==> config.mk <==
export PLATFORM = sky130hd
export DESIGN_NAME = if_arith_pipe
export DESIGN_NICKNAME = d
export VERILOG_FILES = /design/src/rtl/if_arith_pipe.sv
export SDC_FILE = /design/constraint.sdc
export NUM_CORES = 1
export LEC_CHECK = 0
export BUFFER_PORTS_ARGS = -buffer_cell sky130_fd_sc_hd__buf_2
export CAP_MARGIN = 10
export CORE_MARGIN = 2
export CORE_UTILIZATION = 63
export DETAILED_ROUTE_END_ITERATION = 7
export GPL_TIMING_DRIVEN = 0
export PLACE_DENSITY = 0.82
export SLEW_MARGIN = 25
export SYNTH_ARGS = -nofsm -noshare
export SYNTH_HDL_FRONTEND = slang
export SYNTH_SLANG_ARGS = --single-unit
==> constraint.sdc <==
create_clock -name CLK -period 18.8 [get_ports CLK]
set_input_delay 3.76 -clock CLK [delete_from_list [all_inputs] [get_ports CLK]]
set_output_delay 3.76 -clock CLK [all_outputs]
set_load 0.03 [all_outputs]
==> src/rtl/if_arith_pipe.sv <==
// if_arith_pipe: two-stage valid/ready pipeline doing compare-and-arithmetic
// on unsigned operands A and B. The block also has an optional running
// accumulator, and it returns a defined result with a flag on divide-by-zero.
// All arithmetic wraps modulo 2^NBITS.
module if_arith_pipe #(
    parameter int unsigned      NBITS   = 8,
    parameter logic [NBITS-1:0] ACC_RST = '0
) (
    input  logic             CLK,
    input  logic             RST,
    input  logic             IN_VALID,
    output logic             IN_READY,
    input  logic [NBITS-1:0] A,
    input  logic [NBITS-1:0] B,
    input  logic             ACC_EN,
    input  logic             ACC_CLR,
    output logic             OUT_VALID,
    input  logic             OUT_READY,
    output logic [NBITS-1:0] XOUT,
    output logic             DIVZ
);

    // Handshake and pipeline control
    logic             advance;
    logic             in_fire;

    // Stage-1 registers
    logic             s1_valid;
    logic [NBITS-1:0] s1_a;
    logic [NBITS-1:0] s1_b;
    logic [NBITS-1:0] s1_t1;
    logic             s1_acc_en;
    logic             s1_acc_clr;

    // Combinational stage results
    logic [NBITS-1:0] t1;
    logic [NBITS-1:0] quot;
    logic [NBITS-1:0] t2;
    logic             divz;

    // Accumulator
    logic [NBITS-1:0] acc;
    logic [NBITS-1:0] acc_next;

    // The output stage can take a new beat when it is empty or being drained.
    assign advance  = !OUT_VALID || OUT_READY;
    assign IN_READY = !s1_valid || advance;
    assign in_fire  = IN_VALID && IN_READY;

    // First arithmetic step, computed from the live operands
    always_comb begin
        t1 = '0;
        if (A > B) begin
            t1 = A + A;
        end else if (B > A) begin
            t1 = A - B;
        end else begin
            t1 = A * B;
        end
    end

    // Second arithmetic step. A zero divisor gives an all-ones quotient, which wraps to zero after the +1.
    always_comb begin
        t2   = '0;
        divz = 1'b0;
        quot = (s1_a == '0) ? '1 : (s1_t1 / s1_a);
        if (s1_a > s1_b) begin
            t2 = s1_t1 - s1_a;
        end else if (s1_a < s1_b) begin
            t2 = s1_t1 + s1_a;
        end else begin
            t2   = quot + NBITS'(1);
            divz = (s1_a == '0);
        end
    end

    // Clear applies before the add and only to this beat
    always_comb begin
        acc_next = (s1_acc_clr ? '0 : acc) + t2;
    end

    // Stage-1 register: capture on input transfer, empty when drained with no new beat
    always_ff @(posedge CLK) begin
        if (RST) begin
            s1_valid <= 1'b0;
        end else if (in_fire) begin
            s1_valid   <= 1'b1;
            s1_a       <= A;
            s1_b       <= B;
            s1_t1      <= t1;
            s1_acc_en  <= ACC_EN;
            s1_acc_clr <= ACC_CLR;
        end else if (advance) begin
            s1_valid <= 1'b0;
        end
    end

    // Output stage and accumulator: hold while stalled, load from stage 1 on advance
    always_ff @(posedge CLK) begin
        if (RST) begin
            OUT_VALID <= 1'b0;
            XOUT      <= '0;
            DIVZ      <= 1'b0;
            acc       <= ACC_RST;
        end else if (advance) begin
            OUT_VALID <= s1_valid;
            if (s1_valid) begin
                DIVZ <= divz;
                if (s1_acc_en) begin
                    acc  <= acc_next;
                    XOUT <= acc_next;
                end else begin
                    XOUT <= t2;
                end
            end
        end
    end

endmodule

=== Word level (Yosys, flattened, before mapping) ===
Index checks and enable logic that the tools add are counted.
W data, S select, Z words.

* Flip-flop bits (word level): 45
* Input port bits: 22

* Add/sub/neg operators: 6
* Bitwise logic cells: 1
* Multiply operators: 1
* Reductions and logical operators: 10
* Mux-type cells: 11
* Order comparisons: 4
* Div/mod/pow operators: 1

{| class="wikitable"
|+ Operators with widths
! operator !! count
|-
| $mux W8 || 7
|-
| $add A8 B8 Y8 || 3
|-
| $gt A8 B8 Y1 || 3
|-
| $sub A8 B8 Y8 || 2
|-
| $add A8 B1 Y8 const B || 1
|-
| $div A8 B8 Y8 || 1
|-
| $logic_not A8 Y1 || 1
|-
| $lt A8 B8 Y1 || 1
|-
| $mul A8 B8 Y8 || 1
|-
| $mux W1 || 4
|-
| $reduce_and A2 Y1 || 2
|-
| $reduce_and A3 Y1 || 1
|-
| $logic_not A1 Y1 || 2
|-
| $logic_or A1 B1 Y1 || 2
|-
| $reduce_bool A2 Y1 || 1
|-
| $logic_and A1 B1 Y1 || 1
|-
| $not A1 Y1 || 1
|}

=== Longest topological paths before layout ===
Gate-level depths: netlist (run 1).

* Depth after elaboration: 7
* Gate-level depth with buffers: 63
* Gate-level depth less buffers: 61

=== Worst setup path after synthesis (run 1) ===
OpenSTA, ideal clock, no wires.

* Path type: flip-flop to flip-flop
* From: reg s1_a[6]
* To: reg XOUT[7]
* Period minus slack after synthesis: 13201 ps
* Setup slack: 5599 ps
* Required time: 18683 ps
* Buffers on the path: 3
* Cell stages (with the launch flop): 59
* Data arrival time: 13084 ps
* Cell sequence: edfxtp_1 or4_4 nor4_4 and2_1 nor2_1 ha_1 o21ai_0 a2111oi_4 nand3_1 o31ai_1 ha_1 o21a_1 o211ai_2 mux2_4 ha_1 a21oi_1 a21boi_1 o21ai_0 (+23 left out) ha_1 a21oi_1 o21ai_0 a21oi_1 nand2_1 ha_1 mux2i_1 nor2_1 a21oi_1 inv_1 ha_1 a21oi_1 o211ai_1 o41ai_1 xnor2_1 a211oi_1 a32oi_1 nand2_1

* Longest elaborated chain between the ends: 7
* Elaborated cells on any way between the ends: 12

{| class="wikitable"
|+ Ends and longest elaborated chain
! what !! line !! text
|-
| start: declaration || 29 || <nowiki>logic [NBITS-1:0] s1_a;</nowiki>
|-
| start signal: assignment || 88 || <nowiki>s1_a <= A;</nowiki>
|-
| $div A8 B8 Y8 or $logic_not A8 Y1 (tied branches) || 66 || <nowiki>quot = (s1_a == '0) ? '1 : (s1_t1 / s1_a);</nowiki>
|-
| $mux W8 || 66 ||
|-
| $add A8 B1 Y8 || 72 || <nowiki>t2 = quot + NBITS'(1);</nowiki>
|-
| $mux W8 || 69 || <nowiki>end else if (s1_a < s1_b) begin</nowiki>
|-
| $mux W8 * || 67 || <nowiki>if (s1_a > s1_b) begin</nowiki>
|-
| $add A8 B8 Y8 || 79 || <nowiki>acc_next = (s1_acc_clr ? '0 : acc) + t2;</nowiki>
|-
| $mux W8 * || 109 || <nowiki>if (s1_acc_en) begin</nowiki>
|-
| end signal: assignment || 111 || <nowiki>XOUT <= acc_next;</nowiki>
|-
| end signal: assignment || 113 || <nowiki>XOUT <= t2;</nowiki>
|-
| end: declaration || 19 || <nowiki>output logic [NBITS-1:0] XOUT,</nowiki>
|}

Mark *: on every way between the ends. The rest lies on a longest branch, timed or not.
A chain may end at the register's enable or synchronous reset.

=== Final worst setup path (run 1) ===
* From: reg s1_a[6]
* To: reg acc[7]

* Longest elaborated chain between the ends: 6
* Elaborated cells on any way between the ends: 11

{| class="wikitable"
|+ Ends and longest elaborated chain
! what !! line !! text
|-
| $div A8 B8 Y8 or $logic_not A8 Y1 (tied branches) || 66 ||
|-
| $mux W8 || 66 ||
|-
| $add A8 B1 Y8 || 72 ||
|-
| $mux W8 || 69 ||
|-
| $mux W8 * || 67 ||
|-
| $add A8 B8 Y8 * || 79 ||
|-
| end signal: assignment || 110 || <nowiki>acc <= acc_next;</nowiki>
|-
| end: declaration || 42 || <nowiki>logic [NBITS-1:0] acc;</nowiki>
|}

Marked as above.

==> results by group, run 1 <==
Flow run
  • Max Cap Viol: 0

Synthesis
  • Yosys warns: 0
  • Part of the Yosys area used for sequential elements: about a fifth
  • Post-synth top cells: ha_1, inv_1, nand2_1
  • Mapped Area: 5850 um2
  • Distinct cells, synth: 65
  • Area share of the largest cell type after synthesis: approximately 20%
  • #FFs+latches synth: 45
  • Top FF cell, synth: edfxtp_1
  • Ys async rst share: 0%
  • Synthesized netlist cell count: 688
  • Number of synthesized flops with an enable pin: 26
  • Largest area contributor in the netlist: ha_1
  • Top-count cell post-synth: ha_1
  • Largest cells by area after synthesis: ha_1, edfxtp_1, dfxtp_1
  • Post-synth net total: 821
  • Synth Area per Inst: 8.51 um2

Global routing
  • Total track usage: 29.1%
  • Vias in the first global route: approximately 5200
  • Largest net degree at the start of global routing: 27
  • Initial antenna violation count: 0
  • Global-route wire length before repair: 23.8 mm
  • Overflow after GRT: 0

Power and ir drop
  • Peak VDD IR: 0.0443 mV
  • Pwr/cell area: 61.9 nW/um2
  • Leakage: 2.87 nW

CTS
  • Sink Count: between 40 and 50
  • CTS Buffer Depth: 2
  • Clock-pin transition on the worst setup and hold timing paths: around 0.090 ns
  • H-tree depth: 2
  • Clock buffers created by TritonCTS: 5
  • CTS Root Buffer Type: clkbuf_8
  • Hold_buf cts: 0
  • Worst skew pair latency: about 0.30 ns
  • TritonCTS clock tree: yes
  • Postcts setup bufs: 0
  • # resized after CTS: 0

Placed design
  • I/O Buffers: 31
  • Gpl congestion: 0.947
  • Placed inst area: 6150 um2
  • Dpl hpwl: 11.3 mm
  • Post-Place Cells: 830
  • Place WS: ~3.2 ns

Critical path
  • Req. time, crit path: ~19 ns
  • Crit path capture type: register
  • CP bufs+invs: 6
  • Startpoint types: register
  • Critical path's largest stage delay: 0.76 ns
  • Crit path DAT: 16.15 ns
  • Crit path max fanout: 10
  • Critical path's top delay family: compound AO/OA/AOI/OAI gates
  • Slowest cell on the critical path: o41ai_1
  • Crit Path Class: reg2reg

Timing
  • Final Setup Violations: 0
  • Slew @ Worst Pin: approximately 0.85 ns
  • Max Transition Viols Final: 0
  • RSZ-0062 raised after global routing: false
  • Final hold violations: 0
  • Min Clock Period, post-route: between 15 and 20 ns
  • Slew headroom: 43.0%
  • Setup TNS: 0 ns
  • Highest Clock Rate: roughly 63 MHz
  • Final setup margin: 2.90 ns
  • Tcrit/Tclk final: 84.6%
  • Worst Skew: around 0.011 ns
  • Hold WS: ~0.46 ns

Cells and area
  • Finished Cell Area: 6260 um2
  • Ant diodes: 0
  • Layout cells sized above 1: about a tenth
  • Cell Count, Final, Fillers Out: roughly 840
  • Synth-to-Final Area Change: 6.93%
  • Final net count: 859

Floorplanning
  • Die Y: 100 um
  • Initial Utilization: roughly 64%
  • Total die area: 10100 um2
  • Core area: 9110 um2
  • # rows: 35
  • # IOs: 33
  • Die X: 100 um

Routing
  • Vias: 5241
  • Drt wl/cell: 17.0 um
  • Antenna-violating nets left: 0
  • Vias per cell: 6.25
  • Final wirelength: 14.2 mm
  • Initial drt markers: between 200 and 300
  • Remaining DRCs: 0
  • Drt pass-1 iters: 5

Run status
  • Status: complete, no violations

Min path
  • Hold crit path type: reg2reg
==> stage by stage <==
step	util [%]	total power, W
finish	68.7	0.000387
detailed placement	67.5	0.000316
global route	68.7	0.000417
CTS	68.7	0.000387
global placement	67.5	0.000306
floorplan	-	0.000272
==> state kept, by name, summed over array words and instances (netlist names), 8 cells and up <==
signal	flops
s1_a	8
acc	8
s1_t1	8
XOUT	8
s1_b	8
==> cells in the final DEF (no fill, tap or decap), types with 14 or more instances in the layout <==
cell	Yosys	final
ha_1	95	95
nand2_1	57	57
a21oi_1	49	49
xnor2_1	33	33
clkbuf_1	15	15
dfxtp_1	19	19
nor2_1	52	52
o21ai_0	29	29
nor2b_1	18	18
inv_1	64	64
fa_1	16	16
a21o_1	19	19
edfxtp_1	26	26
buf_2	0	31
and2_1	14	14
nor3_1	15	15
==> where the power goes <==
group	total (W)	internal, W	switching, W
registers	0.000117	0.000111	0.00000571
clock network	0.0000707	0.0000361	0.0000347
logic	0.000200	0.0000867	0.000113
==> worst paths after layout <==
check | from | to | slack, ns | cells past startpoint
hold reg to reg | acc[4] | acc[4] | 0.46 | 2
setup reg to reg | s1_a[6] | acc[7] | 2.90 | 60
hold / removal | acc[4] | acc[4] | 0.46 | 2
setup / recovery | s1_a[6] | acc[7] | 2.90 | 60
==> per-layer routing <==
layer  vias to the layer above  track usage [%]  part of all wire (%)
met5                         -                0                     0
met4                         0             10.7                   3.2
met3                        32             3.20                   5.2
met2                       166             51.4                    49
met1                      2496             36.7                    42
li1                       2547                -                     -
==> worst min-delay path, delay by kind of cell (launching register included) <==
| kind | cells | cell delay, ns |
|---|---|---|
| flops | 1 | 0.32 |
| compound gates | 1 | 0.05 |
| simple gates | 1 | 0.05 |
==> area by class of cell <==
cell class | count | area (um2)
buffer | 17 | 67.6
clock buffer | 7 | 101
clock inverter | 1 | 8.76
fill | 732 | 2850
inverter | 66 | 248
multi-input combinational | 560 | 4380
sequential | 45 | 1160
tap | 111 | 139
timing repair buffer | 31 | 155
==> cells by family (layout without fill, tap and decap cells) <==
| logic type | after synthesis | after routing | share of synthesized area (%) |
|---|---|---|---|
| XOR/XNOR | 44 | 44 | 6.59 |
| AO/OA/AOI/OAI | 177 | 177 | 20.5 |
| AND/OR/NAND/NOR | 207 | 207 | 17.7 |
| multiplexers | 21 | 21 | 4.13 |
| adder cells (fa/ha/maj) | 111 | 111 | 25.8 |
| flip-flops | 45 | 45 | 19.8 |
| buffers and inverters | 83 | 122 | 5.39 |
No activity file was read; power rests on OpenSTA's default activity.
==> inputs of run 2 (changes only) <==
--- a/config.mk
+++ b/config.mk
@@ -8,10 +8,10 @@
 export BUFFER_PORTS_ARGS = -buffer_cell sky130_fd_sc_hd__buf_2
 export CAP_MARGIN = 10
 export CORE_MARGIN = 2
-export CORE_UTILIZATION = 63
+export CORE_UTILIZATION = 57
 export DETAILED_ROUTE_END_ITERATION = 7
 export GPL_TIMING_DRIVEN = 0
-export PLACE_DENSITY = 0.82
+export PLACE_DENSITY = 0.78
 export SLEW_MARGIN = 25
 export SYNTH_ARGS = -nofsm -noshare
 export SYNTH_HDL_FRONTEND = slang
==> constraint.sdc (replaced) <==
create_clock -name CLK -period 13.9 [get_ports CLK]
set_input_delay 2.78 -clock CLK [delete_from_list [all_inputs] [get_ports CLK]]
set_output_delay 2.78 -clock CLK [all_outputs]
set_load 0.03 [all_outputs]
==> run 2 against run 1 <==
  * Register-to-register slack got worse by 2.2 ns
  * Non-clock buffer count increased by 26
  * Cell count increased by 5.7%
  * Core utilization decreased by 2.2 points
  * Combinational power increased by 44%
  * Routed wire length increased by 2.4%
  * Count of clock-buffer cells in the layout unchanged
  * Cell area increased by 4.9%
  * Critical path depth decreased by 1
  * Critical path type unchanged
  * Critical endpoint is now XOUT[7]
  * Highest routed layer unchanged
==> results by group, run 2 (synthesized netlist as in run 1, its figures left out) <==
CTS
  • Clock-pin transition on the worst setup and hold timing paths: 0.10 ns (about the same)
  • CTS Buffer Depth: 2 (unchanged)
  • Worst skew pair latency: 0.31 ns (about the same)
  • H-tree depth: 2 (unchanged)
  • TritonCTS clock tree: yes
  • Sink Count: 45 (unchanged)
  • Hold_buf cts: 0 (unchanged)
  • Clock buffers created by TritonCTS: 5 (unchanged)
  • CTS Root Buffer Type: clkbuf_8

Routing
  • Final wirelength: 14.6 mm (+2.4%)
  • Drt pass-1 iters: 5 (unchanged)
  • Initial drt markers: 274 (+3.8%)
  • Drt wl/cell: 16.4 um (-3.1%)
  • Remaining DRCs: 0 (unchanged)
  • Antenna-violating nets left: 0 (unchanged)
  • Vias per cell: 5.97 (-4.6%)
  • Vias: 5286 (+0.86%)

Power and ir drop
  • Peak VDD IR: 0.0519 mV (+17%)
  • Leakage: 3.01 nW (+5.0%)
  • Overall power: 0.000540 W (+39%)
  • Pwr/cell area: 82.2 nW/um2 (+33%)

Global routing
  • Total track usage: 26.5% (-2.6 points)
  • Initial antenna violation count: 0 (unchanged)
  • Largest net degree at the start of global routing: 27 (unchanged)
  • Global-route wire length before repair: 24.2 mm (+1.7%)
  • Vias in the first global route: 5276 (+2.4%)
  • Overflow after GRT: 0 (unchanged)

Run status
  • Status: complete, no violations

Cells and area
  • Register area: 1160 um2 (unchanged)
  • Cell Count, Final, Fillers Out: 886 (+5.7%)
  • Most frequent cells in the layout: ha_1, inv_1, nand2_1
  • Final net count: 885 (+3.0%)
  • FILL cells: 790 (+7.9%)
  • Synth-to-Final Area Change: 12.1%
  • Most common cell after layout, fill and taps aside: ha_1
  • Finished Cell Area: 6560 um2 (+4.9%)
  • Layout cells sized above 1: 14.2% (+4.7 points)
  • Area of the multi-input gates: 4460 um2 (+1.8%)
  • Ant diodes: 0 (unchanged)

Floorplanning
  • # IOs: 33 (unchanged)
  • Die Y: 105 um (+4.9%)
  • Total die area: 11100 um2 (+10%)
  • Core area: 9860 um2 (+8.3%)
  • Initial Utilization: 59.3% (-4.9 points)
  • # rows: 36 (+2.9%)
  • Die X: 105 um (+4.9%)

Timing
  • Slew @ Worst Pin: 0.840 ns (-0.0139 ns)
  • Final hold violations: 0 (unchanged)
  • Slew headroom: 44.0% (+0.93 points)
  • Worst Skew: 0.0165 ns (+0.00540 ns)
  • Final Setup Violations: 0 (unchanged)
  • Highest Clock Rate: 75.8 MHz (+21%)
  • Hold WS: 0.459 ns (+0.00176 ns)
  • Tcrit/Tclk final: 94.9% (+10 points)
  • Max Transition Viols Final: 0 (unchanged)
  • Setup TNS: 0 ns (unchanged)
  • Min Clock Period, post-route: 13.20 ns (-2.71 ns)

Critical path
  • Crit Path Class: reg2reg
  • Startpoint types: register
  • Crit path max fanout: 10 (unchanged)
  • Critical path's largest stage delay: 0.57 ns (-0.19 ns)
  • Crit. Startpoint: s1_a[5]
  • Req. time, crit path: 14.11 ns (-4.93 ns)
  • Most used cell, CP: ha_1
  • Crit path capture type: register
  • Crit path DAT: 13.40 ns (-2.75 ns)
  • Reg2reg start: s1_a[5]
  • Slowest cell on the critical path: or4_4

Placed design
  • Placed inst area: 6170 um2 (+0.45%)
  • I/O Buffers: 31 (unchanged)
  • Dpl hpwl: 11.2 mm (-0.93%)
  • Post-Place Cells: 852 (+2.7%)
  • Gpl congestion: 0.902 (-4.7%)

Min path
  • Hold crit path type: reg2reg
  • Hold Startpoint: acc[4]

Flow run
  • Max Cap Viol: 0 (unchanged)
[run 2: power by group]
| part | switching [W] | total, W | internal (W) |
|---|---|---|---|
| registers | 0.00000747 | 0.000158 | 0.000150 |
| logic | 0.000160 | 0.000288 | 0.000128 |
| clock network | 0.0000473 | 0.0000942 | 0.0000468 |
[run 2: cell type report]
class                   instances  share of cell area [%]
plain buffers                  17                    1.11
inverters                      66                    3.78
clock buffers                   7                    1.49
multi-input cells             560                    67.9
flip-flops and latches         45                    17.7
well taps                     133                    2.54
clock inverters                 1                   0.133
repair buffers                 57                    5.34
[run 2: worst max-delay path: cells and delay by family (launching register included)]
| kind | cells | cell delay, ns |
|---|---|---|
| flops | 1 | 0.51 |
| mux | 3 | 1.01 |
| simple gates | 13 | 2.09 |
| xor+xnor | 1 | 0.28 |
| fa+ha+maj | 9 | 2.99 |
| compound gates | 28 | 5.34 |
| buf+inv | 5 | 0.84 |
[run 2: repair_timing]
item                       in CTS  in global routing
resized for setup              10                 12
hold endpoints to repair        0                  0
pin swaps                       2                 13
setup endpoints to repair      15                 11
buffers inserted                3                 23
[run 2: worst paths after layout]
kind	to	slack, ns	cells past startpoint
worst max-delay path	XOUT[7]	0.70	59
worst min-delay path	acc[4]	0.46	2
worst min register to register	acc[4]	0.46	2
worst max register to register	XOUT[7]	0.70	59
[run 2: per-layer routing]
metal  global-route usage [%]  wire length [um]  part of all wire, %
met4                     8.10               286                  2.0
met5                        0                 0                    0
met3                     2.54               515                  3.5
met2                     47.9              7380                   51
met1                     33.2              6380                   44
[run 2: through the flow]
step	util, %	setup slack, ns
CTS	64.3	0.0576
detailed placement	62.6	-1.76
global route	66.5	-0.103
finish	66.5	0.705
floorplan	-	0.699
global placement	62.6	-1.51
==> inputs of run 3 (changes only) <==
--- a/config.mk
+++ b/config.mk
@@ -8,10 +8,12 @@
 export BUFFER_PORTS_ARGS = -buffer_cell sky130_fd_sc_hd__buf_2
 export CAP_MARGIN = 10
 export CORE_MARGIN = 2
-export CORE_UTILIZATION = 57
+export CORE_UTILIZATION = 58
+export CTS_BUF_LIST = sky130_fd_sc_hd__clkbuf_4 sky130_fd_sc_hd__clkbuf_8
 export DETAILED_ROUTE_END_ITERATION = 7
 export GPL_TIMING_DRIVEN = 0
-export PLACE_DENSITY = 0.78
+export PLACE_DENSITY = 0.79
+export REMOVE_ABC_BUFFERS = 1
 export SLEW_MARGIN = 25
 export SYNTH_ARGS = -nofsm -noshare
 export SYNTH_HDL_FRONTEND = slang
==> run 3 against run 2 <==
  * Clock power is 14% lower
  * Sequential power hardly changed
  * Die area is 1.7% lower
  * Sequential share of layout area is 0.28 points higher
  * Count of clock-buffer cells in the layout is 2 lower
  * Non-clock buffer count is 23 lower
  * Cell count is 2.5% lower
  * Core utilization is 0.42 points lower
  * Flip-flop and latch count stayed put
  * Routed wire length is 1.1% lower
  * Global-route usage is 0.55 points lower
==> results by group, run 3 (synthesized netlist as in run 1, its figures left out) <==
Run status
  • Status: complete, no violations

Power and ir drop
  • Peak VDD IR: 0.0429 mV (-17%)
  • Power share of the sequential group: 30.3% (+1.1 points)
  • Clock power share: 15.5% (-1.9 points)
  • Leakage: 2.95 nW (-2.2%)
  • Logic pwr share: 54.2% (+0.9 points)
  • Psw: 0.000212 W (-1.2%)
  • Pwr/cell area: 80.9 nW/um2 (-1.6%)
  • Sw frac: 40.6% (+0.80 points)
  • Internal: 0.000311 W (-4.4%)

Routing
  • Vias: 5258 (-0.53%)
  • Antenna-violating nets left: 0 (unchanged)
  • Drt pass-1 iters: 7 (+2)
  • Vias per cell: 6.09 (+2.0%)
  • Drt wl/cell: 16.7 um (+1.4%)
  • Initial drt markers: 282 (+2.9%)
  • Remaining DRCs: 0 (unchanged)
  • Final wirelength: 14.4 mm (-1.1%)

Timing
  • Highest Clock Rate: 75.8 MHz (about the same)
  • Slew headroom: 29.0% (-15 points)
  • Setup TNS: 0 ns (unchanged)
  • Slew @ Worst Pin: 1.06 ns (+0.219 ns)
  • Hold WS: 0.455 ns (-0.00388 ns)
  • Min Clock Period, post-route: 13.19 ns (-0.00113 ns)
  • Final Setup Violations: 0 (unchanged)
  • Final hold violations: 0 (unchanged)
  • Tcrit/Tclk final: 94.9% (about the same)
  • Worst Skew: 0.0121 ns (-0.00448 ns)
  • Max Transition Viols Final: 0 (unchanged)

CTS
  • H-tree depth: 2 (unchanged)
  • Worst skew pair latency: 0.30 ns (about the same)
  • CTS Root Buffer Type: clkbuf_8
  • Clock buffers created by TritonCTS: 5 (unchanged)
  • Sink Count: 45 (unchanged)
  • Clock-pin transition on the worst setup and hold timing paths: 0.09 ns (about the same)
  • TritonCTS clock tree: yes
  • CTS Buffer Depth: 2 (unchanged)

Cells and area
  • Layout cells sized above 1: 14.4% (+0.15 points)
  • Final core occ: 66.1% (-0.42 points)
  • Most frequent cells in the layout: ha_1, inv_1, nand2_1
  • Cell Count, Final, Fillers Out: 864 (-2.5%)
  • Most common cell after layout, fill and taps aside: ha_1
  • Ant diodes: 0 (unchanged)
  • Finished Cell Area: 6460 um2 (-1.5%)
  • Synth-to-Final Area Change: 10.4%
  • Final net count: 863 (-2.5%)

Placed design
  • Placed inst area: 6120 um2 (-0.79%)
  • Dpl hpwl: 11.0 mm (-1.8%)
  • Gpl congestion: 0.952 (+5.5%)
  • Post-Place Cells: 837 (-1.8%)
  • I/O Buffers: 32 (+3.2%)

Critical path
  • Crit path max fanout: 8 (-2)
  • Crit Path Class: reg2reg
  • Crit path DAT: 13.45 ns (+0.05 ns)
  • Req. time, crit path: 14.15 ns (+0.04 ns)
  • Critical path's largest stage delay: 0.62 ns (+0.05 ns)
  • Slowest cell on the critical path: or4_4
  • Most used cell, CP: ha_1
  • Crit. Startpoint: s1_a[6]
  • Startpoint types: register
  • R2R depth: 58 (-1.7%)
  • Crit path capture type: register
  • Reg2reg start: s1_a[6]

Floorplanning
  • Total die area: 10900 um2 (-1.7%)
  • Initial Utilization: 59.9% (+0.55 points)
  • Die X: 104 um (-0.84%)
  • Die Y: 104 um (-0.84%)
  • Core area: 9770 um2 (-0.91%)
  • # rows: 36 (unchanged)
  • # IOs: 33 (unchanged)

Flow run
  • Max Cap Viol: 0 (unchanged)

Global routing
  • Global-route wire length before repair: 23.5 mm (-2.9%)
  • Initial antenna violation count: 0 (unchanged)
  • Total track usage: 26.0% (-0.55 points)
  • Vias in the first global route: 5159 (-2.2%)
  • Largest net degree at the start of global routing: 27 (unchanged)
  • Overflow after GRT: 0 (unchanged)

Min path
  • Hold crit path type: reg2reg
  • Hold Path Stages: 2 (unchanged)
  • Hold Startpoint: acc[0]
run 3: changes by cell type in the layout (fill, tap and decap cells not counted), sizes merged:
cell,change
clkbuf,-17
o21ai,+1
clkinvlp,+1
inv,+1
buf,-8
run 3: repair_timing:
| action | CTS | global route |
|---|---|---|
| hold buffers | 0 | 0 |
| cloned | 0 | 1 |
| buffers inserted | 1 | 17 |
| gates resized for setup | 7 | 14 |
| setup endpoints to repair | 14 | 12 |
| pin swaps | 1 | 8 |
run 3: per-stage QoR:
step / total power [W] / setup slack, ns
final: 0.000523 / 0.706
after global routing: 0.000564 / -0.124
after CTS: 0.000509 / 0.109
after detailed placement: 0.000425 / -1.45
after global placement: 0.000412 / -1.39
after floorplan: 0.000365 / 0.635
run 3: cell type report:
class / count / area (um2)
Multi-Input combinational cell: 561 / 4490
Fill cell: 813 / 3310
Sequential cell: 45 / 1160
Timing Repair Buffer: 51 / 300
Inverter: 66 / 248
Tap cell: 133 / 166
Clock buffer: 5 / 68.8
Clock inverter: 3 / 21.3
run 3: worst paths after layout:
path / to / slack, ns
max: XOUT[7] / 0.71
min reg2reg: acc[0] / 0.46
min: acc[0] / 0.46
max reg2reg: XOUT[7] / 0.71
run 3: critical path, delay by kind of cell, from the launching register on:
family / cells / cell delay [ns]
AND/OR/NAND/NOR: 11 / 1.94
flip-flops: 1 / 0.49
AO/OA/AOI/OAI: 26 / 5.32
buffers and inverters: 6 / 0.95
multiplexers: 5 / 1.30
adder cells (fa/ha/maj): 9 / 2.89
XOR/XNOR: 1 / 0.23
run 3: power groups by stage:
stage / Sequential, W / Combinational, W / Clock, W
finish: 0.000158 / 0.000283 / 0.0000811
global route: 0.000159 / 0.000315 / 0.0000891
CTS: 0.000159 / 0.000267 / 0.0000827
detailed placement: 0.000162 / 0.000263 / 0
global placement: 0.000161 / 0.000250 / 0
floorplan: 0.000163 / 0.000202 / 0
run 3: metal layers:
metal | up-vias | GRT usage (%) | wire length [um]
met2 | 175 | 47.3 | 7220
li1 | 2562 | - | -
met1 | 2474 | 31.4 | 5980
met3 | 47 | 3.07 | 739
met5 | - | 0 | 0
met4 | 0 | 8.98 | 459
